### src/rtl/if_id_buffer.sv
// Fetch-to-decode instruction buffer: a small circular FIFO of {PC, Instr, Exc} entries with delay-slot tagging.
// Latency: a word pushed into an empty buffer appears on the decode outputs one cycle later; decode outputs are combinational from the head entry.
// Backpressure: InstrReadyF is low only when the buffer is full and depends on registered occupancy alone; StallD holds the head entry in place.
module if_id_buffer #(
   parameter int DEPTH = 2
) (
   input  logic        clk,
   input  logic        rst,
   input  logic        InstrValidF,
   input  logic [31:0] PCF,
   input  logic [31:0] InstrF,
   input  logic        ExcF,
   output logic        InstrReadyF,
   input  logic        StallD,
   input  logic        FlushD,
   input  logic        BranchD,
   output logic        ValidD,
   output logic [31:0] PCD,
   output logic [31:0] InstrD,
   output logic        ExcD,
   output logic        IsDelaySlotD
);

   localparam int PTR_W = (DEPTH > 1) ? $clog2(DEPTH) : 1;
   localparam int CNT_W = $clog2(DEPTH + 1);

   localparam logic [PTR_W-1:0] LAST_PTR = PTR_W'(DEPTH - 1);
   localparam logic [CNT_W-1:0] FULL_CNT = CNT_W'(DEPTH);

   // Entry storage, split per field so the head can be read without unpacking.
   logic [31:0]      pcMem    [DEPTH];
   logic [31:0]      instrMem [DEPTH];
   logic             excMem   [DEPTH];

   logic [PTR_W-1:0] rdPtr;
   logic [PTR_W-1:0] wrPtr;
   logic [CNT_W-1:0] count;
   // Remembers whether the last instruction to leave decode was a branch/jump.
   logic             prevBranch;

   logic             doPush;
   logic             doPop;

   // Ready and valid derive only from occupancy, so there is no path from StallD to InstrReadyF.
   assign InstrReadyF = (count != FULL_CNT);
   assign ValidD      = (count != '0);

   // Flush cancels both the incoming word and the outgoing pop.
   assign doPush = InstrValidF && InstrReadyF && !FlushD;
   assign doPop  = ValidD && !StallD && !FlushD;

   // Decode outputs read from the head entry, forced to a NOP bubble when empty.
   always_comb begin
      PCD          = 32'h0;
      InstrD       = 32'h0;
      ExcD         = 1'b0;
      IsDelaySlotD = 1'b0;
      if (ValidD) begin
         PCD          = pcMem[rdPtr];
         InstrD       = instrMem[rdPtr];
         ExcD         = excMem[rdPtr];
         IsDelaySlotD = prevBranch;
      end
   end

   // Pointer, occupancy and storage update; reset beats flush, flush beats push/pop/stall.
   always_ff @(posedge clk) begin
      if (rst) begin
         rdPtr      <= '0;
         wrPtr      <= '0;
         count      <= '0;
         prevBranch <= 1'b0;
         for (int i = 0; i < DEPTH; i++) begin
            pcMem[i]    <= 32'h0;
            instrMem[i] <= 32'h0;
            excMem[i]   <= 1'b0;
         end
      end else if (FlushD) begin
         // Stale entries stay in storage; pointers and count alone hide them.
         rdPtr      <= '0;
         wrPtr      <= '0;
         count      <= '0;
         prevBranch <= 1'b0;
      end else begin
         if (doPush) begin
            pcMem[wrPtr]    <= PCF;
            instrMem[wrPtr] <= InstrF;
            excMem[wrPtr]   <= ExcF;
            wrPtr           <= (wrPtr == LAST_PTR) ? '0 : wrPtr + PTR_W'(1);
         end
         if (doPop) begin
            rdPtr      <= (rdPtr == LAST_PTR) ? '0 : rdPtr + PTR_W'(1);
            prevBranch <= BranchD;
         end
         case ({doPush, doPop})
            2'b10:   count <= count + CNT_W'(1);
            2'b01:   count <= count - CNT_W'(1);
            default: count <= count;
         endcase
      end
   end

endmodule

### config.mk
export PLATFORM = sky130hd
export DESIGN_NAME = if_id_buffer
export DESIGN_NICKNAME = d
export VERILOG_FILES = /design/src/rtl/if_id_buffer.sv
export SDC_FILE = /design/constraint.sdc
export NUM_CORES = 1
export LEC_CHECK = 0
export ABC_AREA = 1
export BUFFER_PORTS_ARGS = -buffer_cell sky130_fd_sc_hd__clkbuf_2
export CAP_MARGIN = 40
export CORE_AREA = 2 2 108 110
export DETAILED_ROUTE_END_ITERATION = 16
export DIE_AREA = 0 0 110 112
export HOLD_SLACK_MARGIN = 0.08
export PLACE_DENSITY = 0.81
export SLEW_MARGIN = 20
export SYNTH_ARGS = -nofsm -noshare
export SYNTH_HDL_FRONTEND = slang
export SYNTH_SLANG_ARGS = --single-unit
export TNS_END_PERCENT = 10
### constraint.sdc
create_clock -name clk -period 6.07 [get_ports clk]
set_input_delay 0.9105 -clock clk [delete_from_list [all_inputs] [get_ports clk]]
set_output_delay 0.9105 -clock clk [all_outputs]
set_load 0.01 [all_outputs]
==> impl_metrics.csv <==
group,metric,value,unit
clock_tree,path_clk_slew,0.05,ns
floorplanning,die_h,112,um
synthesis,avgSynthCellArea,10.4,um2
placed_design,port_buffers,138,
floorplanning,die_w,110,um
synthesis,yosysTopAreaCellShare,61.0,%
global_route,grt_first_pass_wirelength,21700,um
global_route,grt-ovfl-total,0,
timing,hold_ws,0.497,ns
route,dr.first_iter.drc_count,323,
setup_path,critPathMaxFanout,48,
clock_tree,cts_resized,0,
route,wl_per_cell,15.3,um
timing,hold_viol,0,
synthesis,yosysSeqAreaShare,62.8,%
timing,slew_headroom,53.5,%
synthesis,yosysWarnings,0,
global_route,grt_use_total,23.4,%
global_route,grt_antenna_before_repair,0,
clock_tree,hold_buffers,0,
clock_tree,cts_setup_buffers,0,
synthesis,synthTopCellsByArea,"edfxtp_1 (61%), nand2_1 (8.4%), nor3_2 (6.1%), a21oi_1 (5.2%), inv_1 (4.4%)",
job,cap_viol_max_count,0,
setup_path,worstPathArrival,3.44,ns
synthesis,synth_compound_area_share,5.49,%
status,outcome,"completed",
min_path,min_path_type,"register to register",
synthesis,synth.largest_area_cell,"edfxtp_1",
synthesis,ys_ff_latch,136,
route,dr.pass1.iters,5,
min_path,min-delay-start,"rdPtr$_SDFFE_PP0P_",
clock_tree,cts_sinks,136,
finish,fin_area,7820,um2
floorplanning,placementRows,39,
clock_tree,clockBufferDepth,2,
synthesis,synth_mux_area_share,0,%
synthesis,synth_top_family_by_area,"simple AND/OR/NAND/NOR gates",
route,route.detailed.vias_per_inst,5.20,
synthesis,synth_area,6400,um2
synthesis,synthAdderAreaFrac,0.195,%
clock_tree,tritoncts,"done",
timing,setup_violations,0,
route,dr_total_vias,4661,
route,ant_nets,0,
floorplanning,die_area,12300,um2
placed_design,dp.cells,863,
floorplanning,core_area,11200,um2
synthesis,yosys.area_share.simple,23.1,%
synthesis,synthCells,616,
clock_tree,cts-buffers-inserted,17,
route,drcViolationCount,0,
timing,fin_crit_sh,54.9,%
power_and_ir_drop,p_per_area,293,nW/um2
synthesis,synth_xor_area_share,0,%
timing,tns,0,ns
setup_path,critPathLaunchType,"input port",
timing,fin_skew,0.00715,ns
setup_path,r2r-start,"count[0]$_SDFFE_PP0P_",
setup_path,cp-startpoint,"rst",
clock_tree,insertion_delay,0.41,ns
placed_design,dpl_cell_area,7200,um2
timing,rsz0062_at_grt,"no",
finish,syn_to_final_growth,22.0,%
global_route,first_global_vias,4531,
synthesis,syn-num-nets,688,
clock_tree,clock-root-buffer,"clkbuf_16",
synthesis,ys_types,20,
timing,fin_crit,3.34,ns
finish,layout-drive-gt1-share,34.3,%
floorplanning,start_util,57.3,%
finish,fin_nets,812,
timing,slew_violations,0,
floorplanning,io_pins,139,
timing,timing.final.ws_setup,2.73,ns
finish,antenna_cells,0,
timing,worstMarginPinSlew,0.697,ns
route,wirelength,13700,um
setup_path,worst_ep_required_time,6.17,ns
setup_path,cp-end-kind,"register",
timing,max_freq,0.300,GHz
power_and_ir_drop,ir_drop,0.000185,V
placed_design,pre_cts_ws,2.24,ns
power_and_ir_drop,power.leakage,0.00335,uW
placed_design,dp_hpwl,8560,um
finish,fin_cells,896,
clock_tree,htreeDepth,4,
setup_path,crit_type,"input port to register",
global_route,grt_max_degree,67,
placed_design,place_congestion,0.765,
## through the flow
| step | utilization [%] | power (uW) |
|---|---|---|
| floorplan | - | 1210 |
| global placement | 63.2 | 1260 |
| detailed placement | 64.4 | 1270 |
| CTS | 69.8 | 2300 |
| global route | 69.9 | 2360 |
| finish | 69.9 | 2290 |
## cells in the mapped netlist, drive strengths merged
library cell	n
inv	77
nand4	2
nor3	65
ha	1
clkbuf	20
nand3	1
nor2	79
a21boi	1
buf	22
o21ai	2
edfxtp	130
nand2	144
a21oi	66
dfxtp	6
## registers in the layout (all words and copies together), names as in the netlist, named ones only
| name | count |
|---|---|
| rdPtr | 1 |
| prevBranch | 1 |
| excMem | 2 |
| count | 2 |
| wrPtr | 1 |
| pcMem | 64 |
| instrMem | 64 |
## power by group
group,switching [uW],internal (uW)
Combinational,109,54.2
Sequential,13.0,1080
Clock,358,680
Total,480,1810
## placed cells by master, fill, tap and decap left out, drive strengths merged
cell      netlist  routed
nand2         144     144
edfxtp        130     130
ha              1       1
clkinv          0       6
nand3           1       1
dfxtp           6       6
bufinv          0       4
o21ai           2       2
nor2           79      79
clkinvlp        0       1
a21boi          1       1
a21oi          66      66
clkbuf         20     158
nand4           2       2
nor3           65      65
buf            22      10
inv            77      77
## worst paths after layout
kind	end	slack, ns	cells past startpoint
worst max-delay path	instrMem[1][3]$_SDFFCE_PN0P_	2.73	7
worst min-delay path	register	0.50	2
worst max register to register	instrMem[1][3]$_SDFFCE_PN0P_	3.40	6
worst min register to register	register	0.50	2
## layout make-up
cell class | count | area [um2]
fillers | 765 | 3360
multi-input cells | 361 | 1860
repair buffers | 147 | 863
well taps | 143 | 179
inverters | 77 | 289
clock buffers | 21 | 440
flip-flops and latches | 136 | 4030
clock inverters | 11 | 154
## worst max-delay path, stage by stage
cell	delay, ns
buf_4	0.20
buf_16	0.23
nor2_1	0.38
nand3_4	0.58
buf_12	0.41
nand2_4	0.39
buf_12	0.27
## per-layer routing
| metal | global-route usage, % | wire length (um) | up-vias | share of wire [%] |
|---|---|---|---|---|
| met4 | 9.70 | 251 | 0 | 1.8 |
| met1 | 28.9 | 5510 | 2213 | 40 |
| met5 | 0 | 0 | - | 0 |
| li1 | - | - | 2269 | - |
| met2 | 39.8 | 7140 | 158 | 52 |
| met3 | 4.57 | 801 | 21 | 5.8 |
## cells by family (layout without fill, tap and decap cells)
| group | Yosys count | count (layout) |
|---|---|---|
| buffers and inverters | 119 | 256 |
| AND/OR/NAND/NOR | 291 | 291 |
| flip-flops | 136 | 136 |
| adder cells (fa/ha/maj) | 1 | 1 |
| AO/OA/AOI/OAI | 69 | 69 |
Note: power is estimated with default switching activity, not from simulation.
